===== src/rtl/riscv_pkg.sv =====
// Shared definitions for the multi-cycle RISC-V controller: opcodes, FSM states and
// the datapath select encodings.
package riscv_pkg;

  localparam logic [6:0] OP_R    = 7'd51;
  localparam logic [6:0] OP_LW   = 7'd3;
  localparam logic [6:0] OP_I    = 7'd19;
  localparam logic [6:0] OP_SW   = 7'd35;
  localparam logic [6:0] OP_JAL  = 7'd111;
  localparam logic [6:0] OP_JALR = 7'd103;
  localparam logic [6:0] OP_B    = 7'd99;
  localparam logic [6:0] OP_LUI  = 7'd55;

  typedef enum logic [3:0] {
    StFetch,
    StDecode,
    StMemAdr,
    StMemRead,
    StMemWb,
    StMemWrite,
    StExecR,
    StExecI,
    StAluWb,
    StJal,
    StJalr,
    StJalrPc,
    StBranch,
    StLui,
    StTrap
  } state_e;

  typedef enum logic [2:0] {
    ImmI = 3'b000,
    ImmS = 3'b001,
    ImmB = 3'b010,
    ImmJ = 3'b011,
    ImmU = 3'b100
  } imm_src_e;

  typedef enum logic [1:0] {
    SrcAPc    = 2'b00,
    SrcAOldPc = 2'b01,
    SrcARd1   = 2'b10
  } src_a_e;

  typedef enum logic [1:0] {
    SrcBRd2  = 2'b00,
    SrcBImm  = 2'b01,
    SrcBFour = 2'b10
  } src_b_e;

  typedef enum logic [1:0] {
    AluOpAdd    = 2'b00,
    AluOpBranch = 2'b01,
    AluOpRFunct = 2'b10,
    AluOpIFunct = 2'b11
  } alu_op_e;

  typedef enum logic [1:0] {
    ResAluOut    = 2'b00,
    ResMemData   = 2'b01,
    ResAluResult = 2'b10,
    ResImm       = 2'b11
  } result_src_e;

endpackage


===== src/rtl/controller_multi_cycle_imm_decode.sv =====
// Combinational opcode to immediate-format decoder; shared with the single-cycle core.
module controller_multi_cycle_imm_decode
  import riscv_pkg::*;
(
  input  logic [6:0] opcode_i,
  output logic [2:0] imm_src_o
);

  always_comb begin
    imm_src_o = ImmI;
    case (opcode_i)
      OP_SW:   imm_src_o = ImmS;
      OP_B:    imm_src_o = ImmB;
      OP_JAL:  imm_src_o = ImmJ;
      OP_LUI:  imm_src_o = ImmU;
      default: imm_src_o = ImmI;
    endcase
  end

endmodule


===== src/rtl/controller_multi_cycle.sv =====
// Main FSM of the multi-cycle core: sequences fetch/decode/execute/memory/writeback over a
// shared ALU and unified memory, and counts retired instructions.
module controller_multi_cycle
  import riscv_pkg::*;
#(
  parameter int unsigned CNT_WIDTH = 32
) (
  input  logic                 clk,
  input  logic                 rst,
  input  logic [6:0]           opcode_i,
  input  logic                 mem_ready_i,
  output logic                 pc_write_o,
  output logic                 adr_src_o,
  output logic                 mem_write_o,
  output logic                 ir_write_o,
  output logic                 reg_write_o,
  output logic [2:0]           imm_src_o,
  output logic [1:0]           alu_src_a_o,
  output logic [1:0]           alu_src_b_o,
  output logic [1:0]           alu_op_o,
  output logic [1:0]           result_src_o,
  output logic                 branch_o,
  output logic                 illegal_o,
  output logic [CNT_WIDTH-1:0] retired_count_o
);

  state_e               state_q, state_d;
  logic [CNT_WIDTH-1:0] cnt_q, cnt_d;

  logic pc_write, adr_src, mem_write, ir_write, reg_write, branch, illegal;

  controller_multi_cycle_imm_decode u_imm_decode (
    .opcode_i  (opcode_i),
    .imm_src_o (imm_src_o)
  );

  always_ff @(posedge clk or posedge rst) begin
    if (rst) begin
      state_q <= StFetch;
      cnt_q   <= '0;
    end else begin
      state_q <= state_d;
      cnt_q   <= cnt_d;
    end
  end

  always_comb begin
    state_d = state_q;
    unique case (state_q)
      StFetch:    if (mem_ready_i) state_d = StDecode;
      StDecode: begin
        case (opcode_i)
          OP_LW, OP_SW: state_d = StMemAdr;
          OP_R:         state_d = StExecR;
          OP_I:         state_d = StExecI;
          OP_JAL:       state_d = StJal;
          OP_JALR:      state_d = StJalr;
          OP_B:         state_d = StBranch;
          OP_LUI:       state_d = StLui;
          default:      state_d = StTrap;
        endcase
      end
      StMemAdr:   state_d = (opcode_i == OP_LW) ? StMemRead : StMemWrite;
      StMemRead:  if (mem_ready_i) state_d = StMemWb;
      StMemWb:    state_d = StFetch;
      StMemWrite: if (mem_ready_i) state_d = StFetch;
      StExecR:    state_d = StAluWb;
      StExecI:    state_d = StAluWb;
      StAluWb:    state_d = StFetch;
      StJal:      state_d = StAluWb;
      StJalr:     state_d = StJalrPc;
      StJalrPc:   state_d = StAluWb;
      StBranch:   state_d = StFetch;
      StLui:      state_d = StFetch;
      StTrap:     state_d = StTrap;
      default:    state_d = StFetch;
    endcase
  end

  // Every return to FETCH from another state completes one instruction; TRAP never returns.
  always_comb begin
    cnt_d = cnt_q;
    if (state_d == StFetch && state_q != StFetch) cnt_d = cnt_q + CNT_WIDTH'(1);
  end

  always_comb begin
    pc_write     = 1'b0;
    adr_src      = 1'b0;
    mem_write    = 1'b0;
    ir_write     = 1'b0;
    reg_write    = 1'b0;
    branch       = 1'b0;
    illegal      = 1'b0;
    alu_src_a_o  = SrcAPc;
    alu_src_b_o  = SrcBRd2;
    alu_op_o     = AluOpAdd;
    result_src_o = ResAluOut;
    unique case (state_q)
      StFetch: begin
        alu_src_b_o  = SrcBFour;
        result_src_o = ResAluResult;
        ir_write     = mem_ready_i;
        pc_write     = mem_ready_i;
      end
      StDecode: begin
        alu_src_a_o = SrcAOldPc;
        alu_src_b_o = SrcBImm;
      end
      StMemAdr: begin
        alu_src_a_o = SrcARd1;
        alu_src_b_o = SrcBImm;
      end
      StMemRead:  adr_src = 1'b1;
      StMemWb: begin
        result_src_o = ResMemData;
        reg_write    = 1'b1;
      end
      StMemWrite: begin
        adr_src   = 1'b1;
        mem_write = 1'b1;
      end
      StExecR: begin
        alu_src_a_o = SrcARd1;
        alu_op_o    = AluOpRFunct;
      end
      StExecI: begin
        alu_src_a_o = SrcARd1;
        alu_src_b_o = SrcBImm;
        alu_op_o    = AluOpIFunct;
      end
      StAluWb:    reg_write = 1'b1;
      StJal, StJalrPc: begin
        alu_src_a_o = SrcAOldPc;
        alu_src_b_o = SrcBFour;
        pc_write    = 1'b1;
      end
      StJalr: begin
        alu_src_a_o = SrcARd1;
        alu_src_b_o = SrcBImm;
      end
      StBranch: begin
        alu_src_a_o = SrcARd1;
        alu_op_o    = AluOpBranch;
        branch      = 1'b1;
      end
      StLui: begin
        result_src_o = ResImm;
        reg_write    = 1'b1;
      end
      StTrap:     illegal = 1'b1;
      default:    ;
    endcase
  end

  // Reset gates the enables directly so none can pulse while the state register clears.
  assign pc_write_o      = pc_write  & ~rst;
  assign adr_src_o       = adr_src;
  assign mem_write_o     = mem_write & ~rst;
  assign ir_write_o      = ir_write  & ~rst;
  assign reg_write_o     = reg_write & ~rst;
  assign branch_o        = branch    & ~rst;
  assign illegal_o       = illegal   & ~rst;
  assign retired_count_o = cnt_q;

endmodule


===== config.mk =====
export PLATFORM = sky130hd
export DESIGN_NAME = controller_multi_cycle
export DESIGN_NICKNAME = d
export VERILOG_FILES = /design/src/rtl/riscv_pkg.sv /design/src/rtl/controller_multi_cycle_imm_decode.sv /design/src/rtl/controller_multi_cycle.sv
export SDC_FILE = /design/constraint.sdc
export NUM_CORES = 1
export LEC_CHECK = 0
export ABC_AREA = 1
export CORE_MARGIN = 4
export CORE_UTILIZATION = 56
export CTS_CLUSTER_SIZE = 24
export DETAILED_ROUTE_END_ITERATION = 16
export PLACE_DENSITY = 0.9
export SLEW_MARGIN = 10
export SYNTH_ARGS = -nofsm -noshare
export SYNTH_HDL_FRONTEND = slang
export SYNTH_SLANG_ARGS = --single-unit

===== constraint.sdc =====
create_clock -name clk -period 2.96 [get_ports clk]
set_input_delay 0.296 -clock clk [delete_from_list [all_inputs] [get_ports clk]]
set_output_delay 0.296 -clock clk [all_outputs]
set_load 0.05 [all_outputs]

Yosys cells after proc, flatten, opt, wreduce, memory -nomap -nowiden:

Index checks and enable logic that the tools add are counted.

* $add $sub $neg: 1
* equal/unequal tests: 22
* mux-type cells: 18
* bitwise operators: 7
* reduce and logical (&&, ||, !) cells: 13

Operator list (count)
* $add A32 B1 Y32 const B: 1
* $pmux W4 S8: 1
* $eq A4 B4 Y1 const B: 7
* $pmux W4 S7: 1
* $eq A7 B6 Y1 const B: 3
* $eq A7 B7 Y1 const B: 3
* $eq A4 B3 Y1 const B: 4
* $mux W4: 3
* $pmux W2 S3: 2
* $pmux W3 S4: 1
* $reduce_or A3 Y1: 3
* $eq A4 B2 Y1 const B: 2
* $logic_not A4 Y1: 2
* $pmux W2 S2: 2
* $reduce_or A4 Y1: 2
* $eq A7 B2 Y1 const B: 1
* $eq A7 B5 Y1 const B: 1
* $and A1 B1 Y1: 6
* $mux W1: 6
* $reduce_or A2 Y1: 3
* $reduce_or A5 Y1: 1
* $eq A4 B1 Y1 const B: 1
* $reduce_bool A4 Y1: 1
* $mux W3: 1
* other kinds (3): 3

* bits in registers: 36
* bits of input ports: 10
* logic and storage cells: 63

Longest topological paths before layout:

Gate-level depths: netlist of the first run.

* depth after elaboration: 6
* depth in mapped cells: 13

Modules after synthesis:

From an unflattened synthesis of the first run, not the netlist that was laid out.

* cell total of the unflattened synthesis: 440
* area, all modules: 2801.4 um^2

Modules (own cells, without submodules)
* controller_multi_cycle: times used 1, cells each 420, area each 2718.9 um^2, seq. area each 900.9 um^2
* controller_multi_cycle_imm_decode: times used 1, cells each 20, area each 82.6 um^2, seq. area each 0.0 um^2

Worst setup path after synthesis of the first run:

Ideal clock, no wire load.

* path type: reg2out
* start point: reg state_q[0]
* end point: out reg_write_o
* arrival: 2435 ps
* path slack: 229 ps
* cell stages (with the launch flop): 6
* cell sequence: dfrtp_1 -> nor2_1 -> inv_1 -> o21ai_0 -> o21ai_0 -> inv_1

* cells in the longest elaborated chain, start to end: 4
* elaborated cells on any way between the ends: 6
* those cells by class: eq/ne: 3; mux: 1; bitwise: 1; reduce/logical: 1

Ends and longest elaborated chain
* start, declared: line controller_multi_cycle.sv:27 `state_e state_q, state_d;`
* start signal, assigned: line controller_multi_cycle.sv:39 `state_q <= StFetch;`
* start signal, assigned: line controller_multi_cycle.sv:42 `state_q <= state_d;`
* $eq A4 B4 Y1 or $eq A4 B3 Y1 (tied branches): line controller_multi_cycle.sv:98 `unique case (state_q)`
* $reduce_or A3 Y1 (no source line) *
* $mux W1 *: line controller_multi_cycle.sv:98
* $and A1 B1 Y1 *: line controller_multi_cycle.sv:160 `assign reg_write_o = reg_write & ~rst;`
* end, declared: line controller_multi_cycle.sv:16 `output logic reg_write_o,`

Every way passes the cells marked *; elsewhere a longest branch is shown, timed or not.

Worst setup path in the final report of the first run:

* start point: reg state_q[0]
* end point: out pc_write_o

* cells in the longest elaborated chain, start to end: 4
* elaborated cells on any way between the ends: 6
* those cells by class: eq/ne: 2; mux: 1; bitwise: 1; reduce/logical: 2

Ends and longest elaborated chain
* $eq A4 B4 Y1: line controller_multi_cycle.sv:98
* $reduce_or A2 Y1
* $pmux W1 S2 *: line controller_multi_cycle.sv:98
* $and A1 B1 Y1 *: line controller_multi_cycle.sv:156 `assign pc_write_o = pc_write & ~rst;`
* end, declared: line controller_multi_cycle.sv:12 `output logic pc_write_o,`

Marks and branches as above.

==> key figures, run 1 <==
Status
  • Status: completed

Cells and area
  • N_diodes: 0
  • Final nets: 500
  • Storage cell area: around 900 um2
  • Final cell count without fillers: 557
  • Layout area overhead: 26.40%
  • Layout cell share with drive strength beyond 1: under 10%
  • Final Cell Area: 3565 um2
  • Multi-input gate area: approximately 1600 um2
  • Layout fillers: 397

Detailed routing
  • Drt pass-1 iters: 5
  • Post-Route WL: 7659 um
  • Starting DRT DRC Count: 212
  • Via density per instance: ~5.4
  • WL/cell: about 14 um
  • Antenna-violating nets left: 0
  • DRC: 0
  • Via count: 3005

Worst setup path
  • Reg2Reg Depth: 10
  • CP required: 2660 ps
  • Critical Path AT: 2260 ps
  • Worst R2R Setup Slack: 700 ps
  • Crit path to: pc_write_o
  • FF-to-FF Start: state_q[0]$_DFF_PP0_
  • CP Launch Point: state_q[0]$_DFF_PP0_
  • CP Capture Type: output port
  • CP Class: flip-flop to output port
  • CP Launch Type: flip-flop
  • R2R Path End: retired_count_o[19]$_DFFE_PP0P_
  • Worst-path maximum fanout: 6

Timing
  • Worst slew margin: 61.78%
  • Hold_ws: 525.3 ps
  • Measured slew at the worst slew-check pin: 568.1 ps
  • F_max: 0.3918 GHz
  • Fin Clk Skew: 8.274 ps
  • Setup total negative slack: 0 ps
  • Final setup margin: just over 400 ps
  • Minimum clock period: 2552 ps
  • Endpoints failing setup: 0
  • Crit share post-route: a little under nine tenths
  • Final hold violations: 0
  • Max Slew Vio Count: 0
  • RSZ-0062 raised after global routing: no

Global route
  • Initial antenna violation count: 0
  • GR Overflow Total: 0
  • Vias in the first global route: 2983
  • Largest net degree at the start of global routing: 37
  • Total GRT Usage: roughly a quarter
  • First-pass GRT wire length: 13350 um

Synth
  • Predominant post-synthesis flop cell: dfrtp_1
  • Top post-synthesis cells by count: 135 x nand2_1, 55 x inv_1, 44 x nand3_1, 44 x nor2_1, 36 x dfrtp_1
  • Avg Inst Size Synth: around 6.6 um2
  • Synthesized area: 2820 um2
  • Post-Syn Nets: 437
  • Cell count after synthesis: roughly 430
  • Seq/Total Area, Yosys: 31.94%
  • Post-synth EDFFs: 0
  • Largest cells by area after synthesis: dfrtp_1 32%, nand2_1 18%, nand3_1 7.8%
  • Syn. warnings: 0
  • Largest area contributor in the synthesized netlist: dfrtp_1
  • Synth cell types: 30
  • Most frequent cell after synthesis: nand2_1
  • Seq cells post-synth: 36
  • Share of the synthesized area in the top cell type: 31.94%
  • Share of synthesized registers carrying an async set or reset: 100.0%

Placement
  • Placed instance area: 3475 um2
  • Gpl congestion: 0.9430
  • Port Buffer Count: 59
  • Post-detail-place hpwl: 5637 um
  • Placed cells: 549
  • Pre-CTS WS: around 550 ps

CTS
  • Clk root buf: clkbuf_8
  • Clk Latency, worst-skew pair: 290 ps
  • CTS tree: done
  • H-tree levels: 2
  • Max Root-Sink Buffers: 2
  • CTS buffer count: 5
  • Post_cts resized: 0
  • Cts hold-fix bufs: 0
  • Post-CTS setup repair buffer count: 0
  • Clock sinks: 36
  • Clock slew at reported path FFs: 70 ps

Power and ir drop
  • Worst IR Drop VDD: between 700 and 800 uV
  • Pleak: 1.649 nW
  • Power Density: 802.0 nW/um2

Floorplan
  • Core box area: 4786 um2
  • Die X: 78.97 um
  • Starting Density: 58.93%
  • Row count: 25
  • Die height: 78.97 um
  • I/O pin cnt: 60
  • Die ar.: between 6000 and 7000 um2

Flow run
  • MaxCap Viol Count: 0

Worst hold path
  • HP Class: flip-flop to flip-flop
cell families after synthesis:
family | Yosys count | share of synthesized area [%]
buf+inv | 71 | 10.91
flops | 36 | 31.94
fa+ha+maj | 1 | 0.4436
simple gates | 290 | 48.31
xor+xnor | 16 | 4.969
compound gates | 12 | 3.416
metal layers:
| metal | up-vias | global-route usage, % | part of all wire [%] |
|---|---|---|---|
| met3 | 15 | 4.082 | 5.9 |
| met4 | 0 | 8.591 | 1.6 |
| li1 | 1485 | - | - |
| met5 | - | 0 | 0 |
| met1 | 1385 | 33.62 | 45 |
| met2 | 120 | 45.37 | 48 |
worst min path at each step:
stage               depth (start not counted)                             from                              end  slack (ps)
global route                                2   retired_count_o[7]$_DFFE_PP0P_   retired_count_o[7]$_DFFE_PP0P_         560
detailed placement                          2  retired_count_o[30]$_DFFE_PP0P_  retired_count_o[30]$_DFFE_PP0P_         500
finish                                      2  retired_count_o[30]$_DFFE_PP0P_  retired_count_o[30]$_DFFE_PP0P_         530
CTS                                         2  retired_count_o[30]$_DFFE_PP0P_  retired_count_o[30]$_DFFE_PP0P_         530
floorplan                                   1                              rst   retired_count_o[0]$_DFFE_PP0P_         470
global placement                            2  retired_count_o[30]$_DFFE_PP0P_  retired_count_o[30]$_DFFE_PP0P_         480
cell usage in the layout (no fill, tap or decap), types with 5 or more instances in the layout:
cell / instances
clkdlybuf4s50_1: 58
nand2_1: 135
nor2_2: 5
xnor2_1: 5
nor3_1: 15
dfrtp_1: 36
nor2_1: 44
clkbuf_8: 6
nand3_1: 44
nand4_1: 25
nand3_2: 6
inv_1: 55
buf_4: 6
xor2_1: 11
inv_2: 7
registers in the layout, indices dropped and copies added, names as in the netlist:
name             count
retired_count_o     32
state_q              4
metrics by stage:
stage / power (mW) / utilization (%)
CTS: 2.847 / 74.48
finish: 2.859 / 74.48
floorplan: 2.101 / -
detailed placement: 2.482 / 72.60
global route: 3.026 / 74.48
global placement: 2.460 / 72.60
layout make-up:
| cell class | count | share of cell area [%] |
|---|---|---|
| multi-input combinational | 319 | 45.21 |
| sequential | 36 | 25.27 |
| timing repair buffer | 65 | 18.11 |
| inverter | 62 | 6.529 |
| clock buffer | 8 | 2.527 |
| tap | 67 | 2.352 |
worst max-delay path, cell delays in order, from the launching register on:
cell and delay [ps]:
dfrtp_1 450, nor2_1 300, nand2_4 70, nor2_1 140, inv_1 70, a21oi_1 120
clkdlybuf4s50_1 810
where the power goes:
| group | total, mW | switching [mW] | internal (mW) |
|---|---|---|---|
| logic | 1.88 | 1.34 | 0.537 |
| registers | 0.619 | 0.0735 | 0.546 |
| clock network | 0.360 | 0.170 | 0.190 |
(Power assumes the default switching activity.)
==> inputs of run 2 (changes only) <==
--- a/config.mk
+++ b/config.mk
@@ -6,7 +6,6 @@
 export NUM_CORES = 1
 export LEC_CHECK = 0
 export ABC_AREA = 1
-export CORE_MARGIN = 4
 export CORE_UTILIZATION = 56
 export CTS_CLUSTER_SIZE = 24
 export DETAILED_ROUTE_END_ITERATION = 16
==> run 2 against run 1 <==
  * Clock skew fell by 3.8 ps
  * Die area fell by 15%
  * Flip-flop and latch count did not move
  * Clock-buffer cell count fell by 3
  * Largest power group unchanged
  * Critical path depth did not move
  * Fmax rose by 0.20%
  * Non-clock buffer count did not move
  * Combinational power barely moved
==> key figures, run 2 (synthesis gave the netlist of run 1 again) <==
Floorplan
  • Die X: 72.97 um (was 78.97 um)
  • Core box area: 4786 um2 (unchanged)
  • Die height: 72.97 um (was 78.97 um)
  • Starting Density: 58.93% (unchanged)
  • Row count: 25 (unchanged)
  • I/O pin cnt: 60 (unchanged)
  • Die ar.: 5324 um2 (was 6235 um2)

CTS
  • Clock slew at reported path FFs: 60 ps (was 70 ps)
  • Clk Latency, worst-skew pair: 290 ps (about the same)
  • Post-CTS setup repair buffer count: 0 (unchanged)
  • CTS buffer count: 5 (unchanged)
  • H-tree levels: 2 (unchanged)
  • Clock sinks: 36 (unchanged)
  • CTS tree: done (unchanged)
  • Clk root buf: clkbuf_8 (unchanged)
  • Max Root-Sink Buffers: 2 (unchanged)
  • Cts hold-fix bufs: 0 (unchanged)
  • Post_cts resized: 0 (unchanged)

Worst setup path
  • CP Launch Type: flip-flop (unchanged)
  • CP Class: flip-flop to output port (unchanged)
  • Critical Path Slowest Stage Cell: clkdlybuf4s50_1 (unchanged)
  • CP peak stage delay: 810 ps (about the same)
  • CP Capture Type: output port (unchanged)
  • Critical Path AT: 2250 ps (was 2260 ps)
  • Worst R2R Setup Slack: 730 ps (was 700 ps)
  • Most frequent cell on the critical path: nor2_1 (unchanged)
  • Reg2Reg Depth: 10 (unchanged)
  • CP Cell Sequence: nor2_1 > nand2_4 > nor2_1 > inv_1 > a21oi_1 > clkdlybuf4s50_1 (unchanged)
  • Worst-path maximum fanout: 6 (unchanged)
  • R2R Path End: retired_count_o[19]$_DFFE_PP0P_ (unchanged)
  • FF-to-FF Start: state_q[0]$_DFF_PP0_ (unchanged)
  • CP required: 2660 ps (about the same)

Worst hold path
  • WHS Path Cells: 2 (unchanged)
  • Hold path endpoint: retired_count_o[31]$_DFFE_PP0P_ (was retired_count_o[30]$_DFFE_PP0P_)
  • Hold path startpoint: retired_count_o[31]$_DFFE_PP0P_ (was retired_count_o[30]$_DFFE_PP0P_)
  • HP Class: flip-flop to flip-flop (unchanged)

Cells and area
  • Max reg flops: 32 (unchanged)
  • Layout cell share with drive strength beyond 1: 9.240% (was 9.388%)
  • Final nets: 500 (unchanged)
  • Commonest non-fill, non-tap cells in the layout: 135 x nand2_1, 58 x clkdlybuf4s50_1, 55 x inv_1 (unchanged)
  • Final cell count without fillers: 554 (was 557)
  • N_diodes: 0 (unchanged)
  • Final Cell Area: 3543 um2 (was 3565 um2)
  • Commonest non-fill, non-tap cell in the layout: nand2_1 (unchanged)
  • Layout area overhead: 25.64% (was 26.40%)

Global route
  • First-pass GRT wire length: 12230 um (was 13350 um)
  • Layer with the highest usage: met2 (unchanged)
  • Met1 GRT Util: 36.32% (was 33.62%)
  • Initial antenna violation count: 0 (unchanged)
  • Met2 usage: 53.17% (was 45.37%)
  • Vias in the first global route: 2768 (was 2983)
  • GR Overflow Total: 0 (unchanged)
  • Grt met3 use: 5.110% (was 4.082%)
  • Largest net degree at the start of global routing: 37 (unchanged)
  • Total GRT Usage: 29.82% (was 26.29%)

Power and ir drop
  • Worst IR Drop VDD: 484.8 uV (was 705.6 uV)
  • Power Density: 789.9 nW/um2 (was 802.0 nW/um2)
  • Tot Pwr: 2.799 mW (was 2.859 mW)
  • Pleak: 1.639 nW (was 1.649 nW)

Placement
  • Port Buffer Count: 59 (unchanged)
  • Placed cells: 549 (unchanged)
  • Gpl congestion: 0.9373 (was 0.9430)
  • Post-detail-place hpwl: 5433 um (was 5637 um)
  • Placed instance area: 3475 um2 (unchanged)
  • Pre-CTS WS: 526.4 ps (was 546.3 ps)

Detailed routing
  • Via density per instance: 5.370 (was 5.395)
  • Post-Route WL: 7289 um (was 7659 um)
  • Antenna-violating nets left: 0 (unchanged)
  • Via count: 2975 (was 3005)
  • Starting DRT DRC Count: 188 (was 212)
  • Drt pass-1 iters: 5 (unchanged)
  • DRC: 0 (unchanged)
  • WL/cell: 13.16 um (was 13.75 um)

Flow run
  • MaxCap Viol Count: 0 (unchanged)

Timing
  • Endpoints failing setup: 0 (unchanged)
  • Fin Clk Skew: 4.492 ps (was 8.274 ps)
  • Max Slew Vio Count: 0 (unchanged)
  • Final hold violations: 0 (unchanged)
  • Crit share post-route: 86.06% (was 86.23%)
  • Setup total negative slack: 0 ps (unchanged)
  • Measured slew at the worst slew-check pin: 581.5 ps (was 568.1 ps)
  • RSZ-0062 raised after global routing: no (unchanged)
  • Worst slew margin: 60.88% (was 61.78%)
  • Final setup margin: 412.6 ps (was 407.5 ps)
  • F_max: 0.3926 GHz (was 0.3918 GHz)
  • Minimum clock period: 2547 ps (was 2552 ps)

Status
  • Status: completed (unchanged)
==> run 2: cell count changes in the layout (fill, tap and decap cells not counted) <==
cell,before,now
clkbuf_1,2,0
clkbuf_8,6,5
==> run 2: area by class of cell <==
class / instances / area (um2)
Inverter: 62 / 232.7
Fill cell: 406 / 1242
Sequential cell: 36 / 900.9
Timing Repair Buffer: 65 / 645.6
Multi-Input combinational cell: 319 / 1612
Tap cell: 67 / 83.83
Clock buffer: 5 / 68.82
==> run 2: per-layer routing <==
layer / wire length, um / share of wire, % / up-vias
li1: - / - / 1481
met1: 3119 / 43 / 1372
met2: 3620 / 50 / 111
met3: 428 / 5.9 / 11
met4: 121 / 1.7 / 0
met5: 0 / 0 / -
==> run 2: report_power, final <==
part           switching, mW  total (mW)  internal [mW]
clock network          0.158       0.309          0.151
logic                   1.34        1.87          0.537
registers             0.0711       0.617          0.546
total                   1.56        2.80           1.23
==> run 2: worst max-delay path by stage <==
stage	startpoint	end	slack, ps
2_1_floorplan	state_q[0]$_DFF_PP0_	reg_write_o	230
6_report	state_q[0]$_DFF_PP0_	pc_write_o	410
5_1_grt	state_q[0]$_DFF_PP0_	pc_write_o	300
3_5_place_dp	opcode_i[1]	imm_src_o[0]	530
3_3_place_gp	opcode_i[1]	imm_src_o[0]	580
4_1_cts	state_q[0]$_DFF_PP0_	pc_write_o	420
==> run 2: critical path, delay by kind of cell (launching register included) <==
kind                   cells  cell delay (ps)
buffers and inverters      2              880
AND/OR/NAND/NOR            3              520
flip-flops                 1              440
AO/OA/AOI/OAI              1              120
==> run 2: metrics by stage <==
stage / hold WS [ps] / utilization (%)
2_1_floorplan: 468.9 / -
3_3_place_gp: 482.2 / 72.60
3_5_place_dp: 506.5 / 72.60
4_1_cts: 526.9 / 74.04
5_1_grt: 553.8 / 74.04
6_report: 523.1 / 74.04
==> inputs of run 3 (changes only) <==
--- a/config.mk
+++ b/config.mk
@@ -9,7 +9,7 @@
 export CORE_UTILIZATION = 56
 export CTS_CLUSTER_SIZE = 24
 export DETAILED_ROUTE_END_ITERATION = 16
-export PLACE_DENSITY = 0.9
+export PLACE_DENSITY_LB_ADDON = 0.05
 export SLEW_MARGIN = 10
 export SYNTH_ARGS = -nofsm -noshare
 export SYNTH_HDL_FRONTEND = slang
==> run 3 against run 2 <==
  * Global-route usage rose by 0.54 points
  * Hold slack got worse by 1.7 ps
  * Clock-buffer cell count rose by 1
  * Design area rose by 0.67%
  * Die area did not move
  * Critical path depth did not move
  * Via count rose by 0.71%
  * Setup slack got worse by 7.5 ps
  * Critical endpoint unchanged
==> key figures, run 3 (synthesis gave the netlist of run 1 again) <==
CTS
  • Post_cts resized: 0 (unchanged)
  • H-tree levels: 2 (unchanged)
  • Clock slew at reported path FFs: 80 ps (was 60 ps)
  • Cts hold-fix bufs: 0 (unchanged)
  • CTS buffer count: 5 (unchanged)
  • Clk Latency, worst-skew pair: 290 ps (about the same)
  • Clk root buf: clkbuf_8 (unchanged)
  • Post-CTS setup repair buffer count: 0 (unchanged)
  • Clock sinks: 36 (unchanged)
  • Max Root-Sink Buffers: 2 (unchanged)
  • CTS tree: done (unchanged)

Timing
  • Setup total negative slack: 0 ps (unchanged)
  • Worst slew margin: 59.12% (was 60.88%)
  • Final setup margin: 405.1 ps (was 412.6 ps)
  • Final hold violations: 0 (unchanged)
  • Fin Clk Skew: 10.80 ps (was 4.492 ps)
  • Endpoints failing setup: 0 (unchanged)
  • Crit share post-route: 86.32% (was 86.06%)
  • Max Slew Vio Count: 0 (unchanged)
  • F_max: 0.3914 GHz (was 0.3926 GHz)
  • RSZ-0062 raised after global routing: no (unchanged)
  • Minimum clock period: 2555 ps (was 2547 ps)
  • Measured slew at the worst slew-check pin: 607.6 ps (was 581.5 ps)

Detailed routing
  • Drt pass-1 iters: 6 (was 5)
  • WL/cell: 13.34 um (was 13.16 um)
  • Starting DRT DRC Count: 207 (was 188)
  • Post-Route WL: 7430 um (was 7289 um)
  • DRC: 0 (unchanged)
  • Via count: 2996 (was 2975)
  • Via density per instance: 5.379 (was 5.370)
  • Antenna-violating nets left: 0 (unchanged)

Worst setup path
  • CP required: 2660 ps (about the same)
  • Worst R2R Setup Slack: 750 ps (was 730 ps)
  • CP Capture Type: output port (unchanged)
  • CP Class: flip-flop to output port (unchanged)
  • Critical Path AT: 2260 ps (was 2250 ps)
  • CP Launch Type: flip-flop (unchanged)
  • Worst-path maximum fanout: 6 (unchanged)

Cells and area
  • Storage cell area: 900.9 um2 (unchanged)
  • Util after Layout: 74.54% (was 74.04%)
  • Commonest non-fill, non-tap cell in the layout: nand2_1 (unchanged)
  • Layout fillers: 385 (was 406)
  • Multi-input gate area: 1612 um2 (unchanged)
  • N_diodes: 0 (unchanged)
  • Layout area overhead: 26.49% (was 25.64%)
  • Max reg flops: 32 (unchanged)
  • Commonest non-fill, non-tap cells in the layout: 135 x nand2_1, 58 x clkdlybuf4s50_1, 55 x inv_1 (unchanged)
  • Final cell count without fillers: 557 (was 554)
  • Final nets: 500 (unchanged)
  • Layout cell share with drive strength beyond 1: 9.796% (was 9.240%)

Floorplan
  • Starting Density: 58.93% (unchanged)
  • Die height: 72.97 um (unchanged)
  • Core box area: 4786 um2 (unchanged)
  • I/O pin cnt: 60 (unchanged)
  • Row count: 25 (unchanged)
  • Die ar.: 5324 um2 (unchanged)
  • Die X: 72.97 um (unchanged)

Global route
  • First-pass GRT wire length: 12630 um (was 12230 um)
  • Total GRT Usage: 30.36% (was 29.82%)
  • Initial antenna violation count: 0 (unchanged)
  • GR Overflow Total: 0 (unchanged)
  • Largest net degree at the start of global routing: 37 (unchanged)
  • Vias in the first global route: 2764 (was 2768)

Power and ir drop
  • Pleak: 1.654 nW (was 1.639 nW)
  • Tot Pwr: 2.867 mW (was 2.799 mW)
  • Power Density: 803.7 nW/um2 (was 789.9 nW/um2)
  • Worst IR Drop VDD: 599.3 uV (was 484.8 uV)

Placement
  • Post-detail-place hpwl: 5444 um (was 5433 um)
  • Gpl congestion: 0.9532 (was 0.9373)
  • Port Buffer Count: 59 (unchanged)
  • Placed cells: 549 (unchanged)
  • Pre-CTS WS: 547.3 ps (was 526.4 ps)

Worst hold path
  • HP Class: flip-flop to flip-flop (unchanged)

Status
  • Status: completed (unchanged)

Flow run
  • MaxCap Viol Count: 0 (unchanged)
run 3: cell types whose count changed in the layout (fill, tap and decap cells not counted), sizes merged:
cell    delta
clkbuf     +1
clkinv     +2
run 3: path summary, 6_finish.rpt:
path | start | end | cells after the start
max | state_q[0]$_DFF_PP0_ | pc_write_o | 6
min | retired_count_o[30]$_DFFE_PP0P_ | retired_count_o[30]$_DFFE_PP0P_ | 2
max reg2reg | state_q[0]$_DFF_PP0_ | retired_count_o[19]$_DFFE_PP0P_ | 10
min reg2reg | retired_count_o[30]$_DFFE_PP0P_ | retired_count_o[30]$_DFFE_PP0P_ | 2
max in group asynchronous | rst | retired_count_o[23]$_DFFE_PP0P_ | 3
min in group asynchronous | rst | retired_count_o[4]$_DFFE_PP0P_ | 3
run 3: power by group:
| part | internal (mW) | leakage [nW] | switching, mW | total [mW] |
|---|---|---|---|---|
| clock network | 0.186 | 0.0510 | 0.181 | 0.367 |
| logic | 0.537 | 1.11 | 1.34 | 1.88 |
| registers | 0.545 | 0.494 | 0.0734 | 0.619 |
run 3: area by class of cell:
type,count,share of cell area (%)
Clock inverter,2,0.2806
Sequential cell,36,25.25
Inverter,62,6.524
Tap cell,67,2.350
Timing Repair Buffer,65,18.10
Multi-Input combinational cell,319,45.18
Clock buffer,6,2.315
run 3: critical path, stage by stage (launching register included):
cell,delay (ps)
dfrtp_1,440
nor2_1,280
nand2_4,80
nor2_1,150
inv_1,80
a21oi_1,130
clkdlybuf4s50_1,820
run 3: metal layers:
metal	vias up	global-route usage (%)	wire length, um	part of all wire (%)
li1	1482	-	-	-
met1	1351	38.94	3108	42
met2	150	52.65	3654	49
met3	13	4.696	566	7.6
met4	0	9.368	101	1.4
met5	-	0	0	0
run 3: per-stage QoR:
stage / instance area, um2 / hold slack (ps)
6_report: 3567 / 521.4
5_1_grt: 3567 / 543.7
2_1_floorplan: 2820 / 468.9
4_1_cts: 3567 / 525.3
3_3_place_gp: 3475 / 497.6
3_5_place_dp: 3475 / 504.0
==> variant: new RTL, flow settings as in run 2 <==
Register the output `retired_count_o` once more, cleared by the reset; this adds one clock of latency there. The other outputs are not delayed to match.
--- a/src/rtl/controller_multi_cycle.sv
+++ b/src/rtl/controller_multi_cycle.sv
@@ -160,7 +160,13 @@
   assign reg_write_o     = reg_write & ~rst;
   assign branch_o        = branch    & ~rst;
   assign illegal_o       = illegal   & ~rst;
-  assign retired_count_o = cnt_q;
+  always_ff @(posedge clk or posedge rst) begin
+    if (rst) begin
+      retired_count_o <= '0;
+    end else begin
+      retired_count_o <= cnt_q;
+    end
+  end
 
 endmodule
 
Formal check against the unedited RTL: not equivalent (Yosys sat finds a counterexample within 4 cycles, from zero or initial values and one cycle with rst high).
==> variant against run 2 <==
  * Area after synthesis increased by 24%
  * Clock skew increased by 3.1 ps
  * Worst setup slack got worse by 160 ps
  * Critical path depth decreased by 1
  * Routed wire length increased by 16%
  * Sequential power increased by 77%
  * Clock power increased to 2.9 times the old value
  * Total power increased by 32%
  * Final area increased by 24%
  * Sequential share of layout area increased by 13 points
  * Worst hold slack got worse by 82 ps
  * Global-route usage decreased by 1.7 points
  * Via count increased by 10%
  * Sequential cell count increased by 32
  * Critical endpoint is now alu_src_b_o[1]
  * Highest routed layer unchanged
==> variant: results <==
group,metric,value,unit
run_status,outcome,"complete, no violations",
layout,nFillCells,441,
global_routing,gr-usage-met3,6.517,%
global_routing,grt_pass1_vias,3048,
sta,worst_pin_slew,827.1,ps
drt,met2_length,4082,µm
worst_setup_path,critPathMaxFanout,34,
drt,wl_met1,3614,µm
layout,n_all_inverters,44,
min_path,hold_class,"reg2reg",
drt,drt-wirelength-per-cell,14.32,µm
die,num_rows,28,
layout,multi_input_area,1573,µm²
place,gp_congestion,0.9781,
power_and_ir_drop,p_leak,2.210,nW
layout,clockBufferCount,13,
clock_tree,htreeDepth,3,
power_and_ir_drop,switchingPower,0.001701,W
layout,clkCellAreaFrac,5.380,%
layout,drive_above_1_share,6.990,%
yosys,post_synth_num_cell_types,29,
yosys,syn_area_per_cell,7.854,µm²
layout,design_area,4395,µm²
yosys,ys_warn_count,0,
global_routing,grt_pass1_wl,14040,µm
worst_setup_path,crit_arrival,2410,ps
yosys,synth-seq-area-share,48.47,%
clock_tree,numCtsBuffers,9,
sta,finalClockSkew,7.598,ps
global_routing,grt_start_max_net_pins,69,
layout,n_all_buffers,64,
clock_tree,cts_sinks,68,
global_routing,grt_use_met1,36.74,%
clock_tree,clock_latency,340,ps
drt,drtIter0Drc,229,
layout,seq_area_share,38.71,%
drt,vias,3277,
global_routing,grt_use_total,28.16,%
layout,nonClkBufAreaFrac,14.23,%
place,dp_cells,574,
drt,drt_wl_total,8451,µm
yosys,synth_area_leaders,"dfrtp_1, nand2_1, nand4_1",
drt,route.met3.wl,561,µm
layout,multiInputCombCellCount,323,
place,place_ws,346.4,ps
worst_setup_path,crit_path_top_delay_cell,"clkdlybuf4s50_1",
yosys,syn-num-nets,458,
yosys,synth_common_cells,"nand2_1, dfrtp_1, nor2_1, inv_1, nand4_1",
==> variant: cell types whose count changed after synthesis, moves of 9 or more <==
| cell | change |
|---|---|
| nor2_1 | +9 |
| nand2_1 | +15 |
| inv_1 | -15 |
| dfrtp_1 | +32 |
| nand4_1 | +12 |
| nand3_1 | -20 |
==> variant: cells by family after synthesis <==
kind of cell / count (synthesis) / synth area share [%]
adder cells (fa/ha/maj): 1 / 0.3563
AO/OA/AOI/OAI: 10 / 1.675
XOR/XNOR: 26 / 6.486
flip-flops: 68 / 48.47
buffers and inverters: 56 / 6.735
AND/OR/NAND/NOR: 286 / 36.28
==> variant: worst paths after layout <==
path / startpoint / endpoint / slack, ps / cells past startpoint
worst max-delay path: state_q[0] / alu_src_b_o[1] / 260 / 5
worst min-delay path: cnt_q[29] / retired_count_o[29] / 440 / 0
worst max register to register: state_q[1] / cnt_q[25] / 740 / 10
worst min register to register: cnt_q[29] / retired_count_o[29] / 440 / 0
max in group asynchronous: rst / retired_count_o[15] / 1750 / 3
min in group asynchronous: rst / cnt_q[1] / 690 / 3
==> variant: power by group through the flow <==
stage / Clock, W / Sequential, W / Combinational, W
2_1_floorplan: 0 / 0.00117 / 0.00124
3_3_place_gp: 0 / 0.00110 / 0.00164
3_5_place_dp: 0 / 0.00110 / 0.00170
4_1_cts: 0.000891 / 0.00109 / 0.00172
5_1_grt: 0.000933 / 0.00110 / 0.00185
6_report: 0.000886 / 0.00109 / 0.00173
==> variant: critical path: cells and delay by family, from the launching register on <==
| kind | cells | cell delay, ps |
|---|---|---|
| AND/OR/NAND/NOR | 3 | 530 |
| buffers and inverters | 2 | 1090 |
| flip-flops | 1 | 450 |
